File: src/rtl/if_id_fetch_queue_pkg.sv
// -----------------------------------------------------------------------------
// if_id_fetch_queue_pkg
// Shared pipeline definitions for the IF/ID fetch queue:
//   FQ_XLEN      - datapath width the beat struct is built for
//   INST_NOP     - canonical NOP (addi x0,x0,0) shown to ID when the queue is empty
//   fq_state_e   - freeze / pending-flush FSM states
//   fetch_beat_t - one fetched {pc, insn} beat as held in the queue storage
// -----------------------------------------------------------------------------
package if_id_fetch_queue_pkg;

   localparam int unsigned FQ_XLEN = 32;

   localparam logic [FQ_XLEN-1:0] INST_NOP = 32'h0000_0013;

   typedef enum logic [1:0] {
      RUN        = 2'd0,
      HOLD       = 2'd1,
      HOLD_FLUSH = 2'd2
   } fq_state_e;

   typedef struct packed {
      logic [FQ_XLEN-1:0] pc;
      logic [FQ_XLEN-1:0] insn;
   } fetch_beat_t;

endpackage

File: src/rtl/if_id_fetch_queue_if.sv
// -----------------------------------------------------------------------------
// if_id_fetch_queue_if
// Groups the two handshakes around the fetch queue.
//   Fetch side : if_valid_i, if_pc_i, if_insn_i  -> queue ; if_ready_o <- queue
//   Decode side: id_valid_o, id_pc_o, id_insn_o <- queue ; id_ready_i -> queue
// Handshake rule (both sides): a beat transfers on a rising clk edge where the
// producer's valid and the consumer's ready are both high; valid must not
// depend combinationally on ready.
// Modports: slave = the queue, master = the environment (fetch unit + decode).
// -----------------------------------------------------------------------------
interface if_id_fetch_queue_if
   import if_id_fetch_queue_pkg::*;
#(
   parameter int unsigned XLEN = FQ_XLEN
);
   logic            if_valid_i;
   logic [XLEN-1:0] if_pc_i;
   logic [XLEN-1:0] if_insn_i;
   logic            if_ready_o;
   logic            id_valid_o;
   logic [XLEN-1:0] id_pc_o;
   logic [XLEN-1:0] id_insn_o;
   logic            id_ready_i;

   modport slave (
      input  if_valid_i, if_pc_i, if_insn_i, id_ready_i,
      output if_ready_o, id_valid_o, id_pc_o, id_insn_o
   );

   modport master (
      output if_valid_i, if_pc_i, if_insn_i, id_ready_i,
      input  if_ready_o, id_valid_o, id_pc_o, id_insn_o
   );
endinterface

File: src/rtl/if_id_fetch_queue.sv
// -----------------------------------------------------------------------------
// if_id_fetch_queue
// DEPTH-entry instruction buffer between IF and ID. Accepts {pc, insn} beats
// from fetch and presents the oldest to decode. A flush (ID or EX redirect)
// empties the queue; a flush raised during the bus freeze (hold_i) is latched
// and applied on the first unfrozen cycle.
// Ports:
//   clk_i, rst_ni       clock, asynchronous active-low reset
//   hold_i              global freeze: no push, pop or flush takes effect
//   id_flush_i          ID-stage redirect, empties the queue
//   ex_flush_i          EX-stage redirect, empties the queue
//   fq                  fetch/decode handshakes (slave modport)
//   count_o             occupancy, 0..DEPTH
//   flush_pending_o     a flush is latched and waiting for hold_i to drop
//   state_o             FSM state, for debug/observation
// -----------------------------------------------------------------------------
module if_id_fetch_queue
   import if_id_fetch_queue_pkg::*;
#(
   parameter int unsigned DEPTH = 4,
   parameter int unsigned XLEN  = FQ_XLEN
) (
   input  logic                       clk_i,
   input  logic                       rst_ni,
   input  logic                       hold_i,
   input  logic                       id_flush_i,
   input  logic                       ex_flush_i,
   if_id_fetch_queue_if.slave         fq,
   output logic [$clog2(DEPTH+1)-1:0] count_o,
   output logic                       flush_pending_o,
   output fq_state_e                  state_o
);

   localparam int unsigned PW = $clog2(DEPTH);
   localparam int unsigned CW = $clog2(DEPTH+1);

   // Storage is built from the package beat struct, so the width is fixed to it.
   if (XLEN != FQ_XLEN) begin : g_xlen_check
      $error("if_id_fetch_queue: XLEN must equal FQ_XLEN");
   end
   if ((DEPTH < 2) || ((DEPTH & (DEPTH - 1)) != 0)) begin : g_depth_check
      $error("if_id_fetch_queue: DEPTH must be a power of two >= 2");
   end

   fq_state_e   state_q, state_d;
   logic [PW-1:0] rd_ptr_q, wr_ptr_q;
   logic [CW-1:0] count_q;
   fetch_beat_t mem [DEPTH];

   logic any_flush;
   logic flush_eff;
   logic full;
   logic push;
   logic pop;

   // EX outranks ID, but both have the same effect on the queue (empty it),
   // so they are simply merged here.
   assign any_flush = id_flush_i | ex_flush_i;
   assign full      = (count_q == CW'(DEPTH));

   // ---------------------------------------------------------------- FSM
   always_ff @(posedge clk_i or negedge rst_ni) begin
      if (!rst_ni) state_q <= RUN;
      else         state_q <= state_d;
   end

   always_comb begin
      state_d   = state_q;
      flush_eff = 1'b0;
      unique case (state_q)
         RUN: begin
            if (hold_i) state_d = any_flush ? HOLD_FLUSH : HOLD;
            else        flush_eff = any_flush;
         end
         HOLD: begin
            if (hold_i) begin
               if (any_flush) state_d = HOLD_FLUSH;
            end else begin
               // Freeze ends; a flush arriving on this same cycle applies now.
               state_d   = RUN;
               flush_eff = any_flush;
            end
         end
         HOLD_FLUSH: begin
            // Further flushes are absorbed; the latched one fires on release.
            if (!hold_i) begin
               state_d   = RUN;
               flush_eff = 1'b1;
            end
         end
         default: state_d = RUN;
      endcase
   end

   // ---------------------------------------------------------- handshakes
   // Ready ignores id_ready_i: a full queue refuses a beat even when it pops.
   assign fq.if_ready_o = !full && !hold_i && (state_q == RUN);
   assign fq.id_valid_o = (count_q != '0);

   assign push = fq.if_valid_i && fq.if_ready_o && !flush_eff;
   assign pop  = fq.id_valid_o && fq.id_ready_i && !hold_i && !flush_eff
                 && (state_q == RUN);

   // ------------------------------------------------- pointers / occupancy
   always_ff @(posedge clk_i or negedge rst_ni) begin
      if (!rst_ni) begin
         rd_ptr_q <= '0;
         wr_ptr_q <= '0;
         count_q  <= '0;
      end else if (flush_eff) begin
         rd_ptr_q <= '0;
         wr_ptr_q <= '0;
         count_q  <= '0;
      end else begin
         if (push) wr_ptr_q <= wr_ptr_q + PW'(1);
         if (pop)  rd_ptr_q <= rd_ptr_q + PW'(1);
         if (push && !pop)      count_q <= count_q + CW'(1);
         else if (pop && !push) count_q <= count_q - CW'(1);
      end
   end

   // Storage needs no reset: entries are only visible when counted.
   always_ff @(posedge clk_i) begin
      if (push) mem[wr_ptr_q] <= '{pc: fq.if_pc_i, insn: fq.if_insn_i};
   end

   // ------------------------------------------------------------- outputs
   assign fq.id_pc_o      = fq.id_valid_o ? mem[rd_ptr_q].pc   : '0;
   assign fq.id_insn_o    = fq.id_valid_o ? mem[rd_ptr_q].insn : INST_NOP;
   assign count_o         = count_q;
   assign flush_pending_o = (state_q == HOLD_FLUSH);
   assign state_o         = state_q;

endmodule

File: src/flat_wrapper.sv
// flat-port wrapper written by rule: the top's interface ports become plain ports
module if_id_fetch_queue_flat import if_id_fetch_queue_pkg::*;
#(
   parameter int unsigned DEPTH = 4,
   parameter int unsigned XLEN  = FQ_XLEN
)
  (clk_i, rst_ni, hold_i, id_flush_i, ex_flush_i, count_o, flush_pending_o, state_o, fq_if_valid_i, fq_if_pc_i, fq_if_insn_i, fq_id_ready_i, fq_if_ready_o, fq_id_valid_o, fq_id_pc_o, fq_id_insn_o);
  if_id_fetch_queue_if #(.XLEN(XLEN)) fq_i ();
  input  logic clk_i;
  input  logic rst_ni;
  input  logic hold_i;
  input  logic id_flush_i;
  input  logic ex_flush_i;
  output logic [$clog2(DEPTH+1)-1:0] count_o;
  output logic flush_pending_o;
  output fq_state_e state_o;
  input wire logic [$bits(fq_i.if_valid_i)-1:0] fq_if_valid_i;
  input wire logic [$bits(fq_i.if_pc_i)-1:0] fq_if_pc_i;
  input wire logic [$bits(fq_i.if_insn_i)-1:0] fq_if_insn_i;
  input wire logic [$bits(fq_i.id_ready_i)-1:0] fq_id_ready_i;
  output wire logic [$bits(fq_i.if_ready_o)-1:0] fq_if_ready_o;
  output wire logic [$bits(fq_i.id_valid_o)-1:0] fq_id_valid_o;
  output wire logic [$bits(fq_i.id_pc_o)-1:0] fq_id_pc_o;
  output wire logic [$bits(fq_i.id_insn_o)-1:0] fq_id_insn_o;
  assign fq_i.if_valid_i = fq_if_valid_i;
  assign fq_i.if_pc_i = fq_if_pc_i;
  assign fq_i.if_insn_i = fq_if_insn_i;
  assign fq_i.id_ready_i = fq_id_ready_i;
  assign fq_if_ready_o = fq_i.if_ready_o;
  assign fq_id_valid_o = fq_i.id_valid_o;
  assign fq_id_pc_o = fq_i.id_pc_o;
  assign fq_id_insn_o = fq_i.id_insn_o;
  if_id_fetch_queue #(.DEPTH(DEPTH), .XLEN(XLEN)) u_core (.clk_i(clk_i), .rst_ni(rst_ni), .hold_i(hold_i), .id_flush_i(id_flush_i), .ex_flush_i(ex_flush_i), .fq(fq_i), .count_o(count_o), .flush_pending_o(flush_pending_o), .state_o(state_o));
endmodule
File: config.mk
export PLATFORM = sky130hd
export DESIGN_NAME = if_id_fetch_queue_flat
export DESIGN_NICKNAME = d
export VERILOG_FILES = /design/src/rtl/if_id_fetch_queue_pkg.sv /design/src/rtl/if_id_fetch_queue_if.sv /design/src/rtl/if_id_fetch_queue.sv /design/src/flat_wrapper.sv
export SDC_FILE = /design/constraint.sdc
export NUM_CORES = 1
export LEC_CHECK = 0
export CAP_MARGIN = 10
export CORE_MARGIN = 10
export CORE_UTILIZATION = 59
export CTS_CLUSTER_SIZE = 30
export DETAILED_ROUTE_END_ITERATION = 16
export PLACE_DENSITY = 0.85
export SYNTH_ARGS = -nofsm -noshare
export SYNTH_HDL_FRONTEND = slang
export SYNTH_SLANG_ARGS = --single-unit
File: constraint.sdc
create_clock -name clk_i -period 16.8 [get_ports clk_i]
set_input_delay 1.68 -clock clk_i [delete_from_list [all_inputs] [get_ports clk_i]]
set_output_delay 1.68 -clock clk_i [all_outputs]
set_load 0.01 [all_outputs]
After elaboration in Yosys (flattened, before gate mapping)
Memories as Yosys holds them, arrays and structs flattened.
Cells that the tools add are included.
{ "word_totals": {"regBits": 9, "latchBits": 0, "mem_bits_rw": 256, "romBits": 0, "in_bits": 71, "out_inout_bits": 72, "word_cells": 58, "mem_count": 1} }
{ "classes": {"addsub": 4, "multipliers": 0, "n_div": 0, "order_cmp": 0, "n_eq_ne": 6, "n_shift": 0, "mux": 20, "bitwise": 1, "n_reduce_logical": 22} }
{ "mem_list": {"columns": ["name", "depth", "word_bits", "rd", "rd_ports_with_merged_regs", "wr", "line_no", "text"], "rows": [
  ["u_core.mem", 4, 64, 1, 0, 1, "if_id_fetch_queue.sv:48", "fetch_beat_t mem [DEPTH];"]
]} }
{ "op_table": {"columns": ["cell", "n"], "rows": [
  ["32-bit 2-to-1 mux", 2],
  ["2-bit 2-to-1 mux", 9],
  ["1-bit logical AND", 10],
  ["3-bit 2-to-1 mux", 3],
  ["2-bit one-hot mux with 3 select lines", 1],
  ["3-bit nonzero test", 2],
  ["1-bit logical NOT", 5],
  ["2-bit by 1-bit adder with 2-bit output (second input constant)", 2],
  ["1-bit 2-to-1 mux", 4],
  ["2-bit != test (second input constant)", 2],
  ["2-bit nonzero test", 2],
  ["3-bit by 1-bit adder with 3-bit output (second input constant)", 1],
  ["3-bit == test (second input constant)", 1],
  ["3-bit by 2-bit != test with 1-bit output (second input constant)", 1],
  ["3-bit AND reduction", 1],
  ["3-bit by 1-bit subtractor with 3-bit output (second input constant)", 1],
  ["2-bit by 1-bit == test with 1-bit output (second input constant)", 1],
  ["2-bit == test (second input constant)", 1],
  ["2-bit logical NOT", 1],
  ["1-bit one-hot mux with 2 select lines", 1],
  ["2-bit OR reduction", 1],
  ["1-bit bitwise OR", 1]
]} }

Depth between registers and ports, before layout
Gate-level depths: netlist of run 1.
{ "logic_depth": {"word_depth": 11, "depth_mapped": 9, "depth_no_buf": 8} }

Worst setup path after synthesis of run 1
Ideal clock, no wire load.
{ "synth_path": {"path_kind": "input -> register", "start": "input ex_flush_i", "end": "memory u_core.mem[0][0] in the netlist's numbering (enable)", "setup_time_ps": 578, "arrival_ps": 7027, "required_ps": 16222, "slack_ps": 9195, "path_stages": 4, "cell_sequence": "nor3_1 nor2_1 clkbuf_1 nor3b_1"} }
{ "synth_between": {"elab_chain_cells": 7} }
{ "synth_rtl": {"columns": ["item", "line_no", "text"], "rows": [
  ["start: declaration", "flat_wrapper.sv:13", "input logic ex_flush_i;"],
  ["1-bit bitwise OR", "if_id_fetch_queue.sv:58", "assign any_flush = id_flush_i | ex_flush_i;"],
  ["1-bit 2-to-1 mux", "if_id_fetch_queue.sv:72, if_id_fetch_queue.sv:76", null],
  ["1-bit one-hot mux with 2 select lines", "if_id_fetch_queue.sv:70", "unique case (state_q)"],
  ["1-bit logical NOT", "if_id_fetch_queue.sv:100", "assign push = fq.if_valid_i && fq.if_ready_o && !flush_eff;"],
  ["1-bit logical AND", "if_id_fetch_queue.sv:100", null],
  ["1-bit 2-to-1 mux", "if_id_fetch_queue.sv:124", "if (push) mem[wr_ptr_q] <= '{pc: fq.if_pc_i, insn: fq.if_insn_i};"],
  ["1-bit 2-to-1 mux (implied by the code)", "if_id_fetch_queue.sv:124", null],
  ["end: declaration", "if_id_fetch_queue.sv:48", null]
]} }
Every way passes these cells.

Final worst setup path of run 1
{ "layout_path": {"start": "register u_core.rd_ptr_q[0]", "end": "output fq_id_insn_o[0]"} }
{ "layout_between": {"elab_chain_cells": 2} }
{ "layout_rtl": {"columns": ["item", "line_no", "text"], "rows": [
  ["start: declaration", "if_id_fetch_queue.sv:46", "logic [PW-1:0] rd_ptr_q, wr_ptr_q;"],
  ["start signal: assignment", "if_id_fetch_queue.sv:116", "if (pop) rd_ptr_q <= rd_ptr_q + PW'(1);"],
  ["memory read 4 x 64 bit", null, null],
  ["32-bit 2-to-1 mux", "if_id_fetch_queue.sv:129", "assign fq.id_insn_o = fq.id_valid_o ? mem[rd_ptr_q].insn : INST_NOP;"],
  ["end: declaration", "flat_wrapper.sv:24", "output wire logic [$bits(fq_i.id_insn_o)-1:0] fq_id_insn_o;"]
]} }
Every way passes these cells.

==> results of run 1 <==
==> routing by layer <==
layer  track usage  routed length (um)
met1         0.221                8120
met2         0.305               10800
met3        0.0418                1320
met4        0.0390                 275
met5             0                   0
==> state kept, by name, summed over array words and instances (netlist names) <==
name	count
u_core.count_o	3
u_core.mem	256
u_core.rd_ptr_q	2
u_core.state_o	2
u_core.wr_ptr_q	2
==> worst register-to-register path: stages, from the launching register on <==
cell and delay [ns]:
dfrtp_1 0.46, nor3_1 0.45, nor2_1 0.32, or3_2 0.52, ha_1 0.25, fa_1 0.38
xnor2_1 0.16, or3_1 0.31, a21oi_1 0.16
==> synthesized netlist by cell type (all sizes together), types with 2 or more instances <==
library cell and number:
nor3 3, nand4 3, or3 4, ha 5, nand2 2, mux4 64
o21ai 3, nor3b 5, dfrtp 9, nor2 7, and2 61, or2 3
a21oi 5, o31ai 2, buf 11, edfxtp 256, clkbuf 11, inv 6
==> power groups by stage <==
stage | combinational, uW | sequential (uW) | clock, uW
6_report | 187 | 741 | 614
5_1_grt | 201 | 742 | 655
4_1_cts | 191 | 741 | 626
3_5_place_dp | 190 | 755 | 0
3_3_place_gp | 186 | 754 | 0
2_1_floorplan | 86.1 | 753 | 0
==> how the worst max path moves through the flow <==
| stage | end | from | slack (ns) |
|---|---|---|---|
| 5_1_grt | fq_id_insn_o[0] | u_core.rd_ptr_q[0] | 11.45 |
| 3_3_place_gp | fq_if_ready_o | hold_i | 11.78 |
| 6_report | fq_id_insn_o[0] | u_core.rd_ptr_q[0] | 11.73 |
| 4_1_cts | fq_id_insn_o[0] | u_core.rd_ptr_q[0] | 11.59 |
| 2_1_floorplan | u_core.mem[0][0] | ex_flush_i | 9.19 |
| 3_5_place_dp | fq_if_ready_o | hold_i | 11.76 |
==> area by class of cell <==
type | count | area (um2) | share of cell area
antenna | 1 | 2.50 | 0.000195
clock buffer | 28 | 679 | 0.0529
clock inverter | 20 | 248 | 0.0193
inverter | 6 | 22.5 | 0.00175
multi-input combinational | 178 | 2220 | 0.173
sequential | 265 | 7920 | 0.616
tap | 225 | 282 | 0.0219
timing repair buffer | 149 | 1470 | 0.115
==> per-stage QoR <==
| stage | area, um2 | util | hold slack [ns] | setup WS, ns | instances |
|---|---|---|---|---|---|
| global route | 12800 | 0.748 | 0.646 | 11.45 | 871 |
| floorplan | 10300 | - | 0.552 | 9.19 | 471 |
| detailed placement | 11900 | 0.694 | 0.598 | 11.76 | 823 |
| global placement | 11900 | 0.694 | 0.564 | 11.78 | 823 |
| finish | 12900 | 0.748 | 0.612 | 11.73 | 872 |
| CTS | 12800 | 0.748 | 0.612 | 11.59 | 871 |
==> kinds of logic (layout without fill, tap and decap cells) <==
kind of cell | Yosys count | after routing | synth area share
flops | 265 | 265 | 0.771
simple gates | 93 | 93 | 0.0566
mux | 65 | 65 | 0.141
buf+inv | 28 | 203 | 0.0141
compound gates | 12 | 12 | 0.00695
fa+ha+maj | 6 | 6 | 0.00805
xor+xnor | 2 | 2 | 0.00171
other cells | 0 | 1 | 0
==> key figures, run 1 <==
Logic synthesis
  – Post-Syn Nets: 548
  – Sequential fraction of the synthesis area: 0.771
  – Library cells used by synthesis: 34
  – Area share of the largest cell type after synthesis: 0.749
  – Ys async rst share: 0.0340
  – Synthesized area: 10300 um2
  – Post-synth EDFFs: 256
  – Cell taking the most area after synthesis: edfxtp_1
  – Syn_area_per_cell: about 22 um2
  – #FFs+latches synth: 265
  – Yosys warns: 0
  – Synth top area cells: edfxtp_1 75%, mux4_2 14%, and2_1 3.7%
  – Syn Inst Count: 471
  – Predominant post-synthesis flop cell: edfxtp_1

Routing
  – WL per Instance: roughly 24 um
  – DRT antenna net count: 0
  – Total Routed Length: 20.5 mm
  – Via-to-Cell Ratio: 5.79
  – First-pass detailed-route iteration total: 5
  – # DRC: 0
  – Drt first-iter violations: 343
  – Vias: 5051

Setup path
  – Crit path DAT: 3.39 ns
  – Worst path depth: 4
  – CP bufs+invs: 2
  – Crit end category: output pin
  – Data required, critical path: between 15 and 20 ns
  – CP Class: flip-flop to output pin
  – Setup crit start kind: flip-flop
  – Slowest cell on the critical path: buf_4
  – FF-to-FF setup slack: around 14 ns
  – Crit path max fanout: between 50 and 60
  – Critical-path cell list: buf_4, mux4_2, or2_2, clkdlybuf4s50_1
  – FF-to-FF Start: u_core.state_o[1]
  – Worst path max stage delay: 0.86 ns
  – R2r endpoint: u_core.count_o[2]
  – Reg2reg path depth: 8
  – CP delay by family, top: buffers and inverters

Placement
  – GPL Wtd Cong: 0.778
  – Port buffer count: 142
  – HPWL Detailed: 12.0 mm

Timing
  – Max Fclk: 197 MHz
  – RSZ-0062 raised after global routing: no
  – Period utilisation layout: 0.302
  – Final max-slew violation count: 0
  – Worst Tran Pin Value: 1.03 ns
  – TNS Setup: 0 ns
  – Final hold vios: 0
  – Final critical-path required period: 5.07 ns
  – Slew margin rel.: 0.314
  – Clk_skew: roughly 0.013 ns
  – Final setup violation count: 0

Pwr
  – Max VDD drop: 0.0000996 V
  – Combinational share of power: 0.121
  – Leakage: 0.00410 uW
  – Seq pwr share: 0.481
  – Power per cell area: 120 nW/um2
  – Int Power: 1220 uW
  – Clock power share: 0.398
  – Sw frac: 0.209
  – Switch Pwr: 322 uW
  – Final Power: 1540 uW

Global routing
  – Initial antenna violation count: 1
  – Largest net degree at the start of global routing: 67
  – Vias in the first global route: 5646
  – First-pass GRT wire length: 32.6 mm
  – Overflow left after global routing: 0
  – GRT Overall Usage: 0.176

Layout
  – Most common cell after layout, fill and taps aside: edfxtp_1
  – Fillers: 974
  – Area growth, synth to finish: 25.2%
  – Layout cells sized above 1: 0.192
  – Total Nets Final: between 700 and 800
  – Commonest cells after routing, fill and taps aside: 256 x edfxtp_1, 142 x clkdlybuf4s50_1, 64 x mux4_2

Floorplan
  – Std-Cell Rows: 48
  – Die ar.: 23100 um2
  – Die Wd: 152 um
  – Initial Util: 0.597
  – Die H: ~150 um
  – IO Pins: around 140
  – Core Box Area: roughly 17000 um2

Clock network
  – Cts hold-fix bufs: 0
  – Clk_lat worst skew: 0.52 ns
  – Longest Clk Path Bufs: 3
  – Root buffer cell: clkbuf_16
  – H-tree Lvls: 1
  – CTS Buf Count: 27
  – Post-CTS Resized: 0
  – Postcts setup bufs: 0
  – Clock-pin transition on the worst setup and hold timing paths: 0.06 ns
  – CTS sink count: 265
  – CTS tree: built

Worst hold path
  – HP Class: flip-flop to flip-flop
  – WHS Path Cells: 2
  – Worst Hold Path EP: u_core.wr_ptr_q[0]
  – HP Start: u_core.wr_ptr_q[0]

Outcome
  – Status: finished, final reports clean

Job
  – MaxCap Viol Count: 0
(Power assumes the default switching activity.)
==> run 2: changes to the inputs <==
--- a/config.mk
+++ b/config.mk
@@ -7,10 +7,10 @@
 export LEC_CHECK = 0
 export CAP_MARGIN = 10
 export CORE_MARGIN = 10
-export CORE_UTILIZATION = 59
+export CORE_UTILIZATION = 54
 export CTS_CLUSTER_SIZE = 30
 export DETAILED_ROUTE_END_ITERATION = 16
-export PLACE_DENSITY = 0.85
+export PLACE_DENSITY = 0.79
 export SYNTH_ARGS = -nofsm -noshare
 export SYNTH_HDL_FRONTEND = slang
 export SYNTH_SLANG_ARGS = --single-unit
==> constraint.sdc (replaced) <==
create_clock -name clk_i -period 4.9 [get_ports clk_i]
set_input_delay 0.49 -clock clk_i [delete_from_list [all_inputs] [get_ports clk_i]]
set_output_delay 0.49 -clock clk_i [all_outputs]
set_load 0.01 [all_outputs]
==> key figures, run 2 (synthesized netlist as in run 1, its figures left out) <==
Layout
  – Final core utilization: 0.681
  – Max reg flops: 256
  – Design area: 12700 um2
  – Commonest cells after routing, fill and taps aside: 256 x edfxtp_1, 142 x clkdlybuf4s50_1, 64 x mux4_2
  – Fillers: between 1000 and 1500
  – Most common cell after layout, fill and taps aside: edfxtp_1
  – Area growth, synth to finish: 24.2%
  – Total Nets Final: between 700 and 800
  – Layout cells sized above 1: 0.185
  – Area occupied by multi-input gates: 2220 um2
  – Reg with most FFs: u_core.mem
  – Flip-flop and latch area: 7920 um2

Clock network
  – Cts hold-fix bufs: 0
  – Longest Clk Path Bufs: 3
  – Clock-pin transition on the worst setup and hold timing paths: 0.06 ns
  – CTS tree: built
  – Root buffer cell: clkbuf_16
  – CTS Buf Count: 27
  – Postcts setup bufs: 0
  – Post-CTS Resized: 0
  – Clk_lat worst skew: 0.52 ns
  – CTS sink count: roughly 270
  – H-tree Lvls: 1

Routing
  – First-pass detailed-route iteration total: 4
  – Vias: 5018
  – WL per Instance: 22.9 um
  – Total Routed Length: 20.3 mm
  – DRT antenna net count: 0
  – # DRC: 0
  – Drt first-iter violations: 323
  – Via-to-Cell Ratio: 5.68

Setup path
  – Data required, critical path: ~4.4 ns
  – Slowest cell on the critical path: dfrtp_4
  – Crit end category: output pin
  – CP delay by family, top: flip-flops
  – CP bufs+invs: 2
  – Worst path max stage delay: 0.98 ns
  – Critical-path cell list: buf_4, mux4_2, and2_1, clkdlybuf4s50_1
  – Crit path DAT: roughly 3.2 ns
  – Crit path max fanout: 42
  – Setup crit start kind: flip-flop
  – CP Class: flip-flop to output pin

Timing
  – Slew margin rel.: 0.308
  – Max Fclk: approximately 270 MHz
  – RSZ-0062 raised after global routing: no
  – Final hold vios: 0
  – Clk_skew: ~0.010 ns
  – Final setup violation count: 0
  – Final max-slew violation count: 0
  – Period utilisation layout: 0.753
  – Worst Tran Pin Value: approximately 1.0 ns
  – Final critical-path required period: 3.69 ns

Pwr
  – Leakage: between 0.004 and 0.005 uW
  – Final Power: 5030 uW
  – Power per cell area: between 300 and 400 nW/um2
  – Max VDD drop: 0.000331 V

Floorplan
  – Core Box Area: 18700 um2
  – Die Wd: 158 um
  – Initial Util: 0.549
  – Die H: ~160 um
  – IO Pins: 143
  – Die ar.: 24900 um2
  – Std-Cell Rows: 50

Global routing
  – GRT Overall Usage: 0.166
  – Initial antenna violation count: 1
  – Overflow left after global routing: 0
  – Vias in the first global route: about 5700
  – First-pass GRT wire length: approximately 32 mm
  – Largest net degree at the start of global routing: 67

Worst hold path
  – HP Class: input pin to asynchronous set/reset pin

Job
  – MaxCap Viol Count: 0

Placement
  – GPL Wtd Cong: 0.817
  – Post-Place Cell Area: roughly 12000 um2
  – Port buffer count: 142
  – HPWL Detailed: about 12 mm

Outcome
  – Status: finished, final reports clean
==> run 2: cell types whose count changed in the layout (fill, tap and decap cells not counted) <==
cell and change:
buf_4 +1, bufinv_16 -5, clkbuf_1 +8, clkinv_1 -2, inv_6 -1, inv_8 +1
==> run 2: through the flow <==
stage          worst slack (ns)  hold WS, ns  setup TNS (ns)  instances
2_1_floorplan             -1.53        0.194         -383.20        471
3_3_place_gp               1.60        0.571               0        833
3_5_place_dp               1.45        0.588               0        833
4_1_cts                    1.09        0.266               0        882
5_1_grt                   0.953        0.313               0        882
6_report                   1.21        0.290               0        883
==> run 2: layout make-up <==
type                            instances  area share
Antenna cell                            1    0.000196
Clock buffer                           36      0.0557
Clock inverter                         13     0.00726
Inverter                                6     0.00177
Multi-Input combinational cell        178       0.174
Sequential cell                       265       0.621
Tap cell                              234      0.0230
Timing Repair Buffer                  150       0.116
==> run 2: power by group <==
group / switching (uW) / total (uW) / internal, uW
Clock: 774 / 1840 / 1070
Sequential: 33.5 / 2550 / 2520
Combinational: 282 / 634 / 352
Total: 1090 / 5030 / 3940
==> run 2: worst paths after layout <==
kind | from | end | slack (ns) | depth (start not counted)
worst max-delay path | u_core.rd_ptr_q[0] | fq_id_pc_o[4] | 1.21 | 4
worst min-delay path | rst_ni | u_core.rd_ptr_q[0] | 0.29 | 1
worst max register to register | u_core.state_o[1] | u_core.count_o[2] | 1.83 | 8
worst min register to register | u_core.wr_ptr_q[1] | u_core.wr_ptr_q[1] | 0.63 | 2
max in group asynchronous | rst_ni | u_core.rd_ptr_q[1] | 4.26 | 1
min in group clk_i | id_flush_i | u_core.state_o[0] | 0.57 | 2
==> run 2: per-layer routing <==
layer | GRT usage | wire length (um) | vias up
met4 | 0.0427 | 334 | 0
met2 | 0.280 | 10500 | 140
met1 | 0.208 | 7870 | 2617
met5 | 0 | 0 | -
met3 | 0.0478 | 1520 | 28
li1 | - | - | 2233
==> run 2: worst register-to-register path, delay by kind of cell (launching register included) <==
kind	cells	cell delay (ns)
flops	1	0.47
compound gates	1	0.15
simple gates	4	1.57
xor+xnor	1	0.15
fa+ha+maj	2	0.65
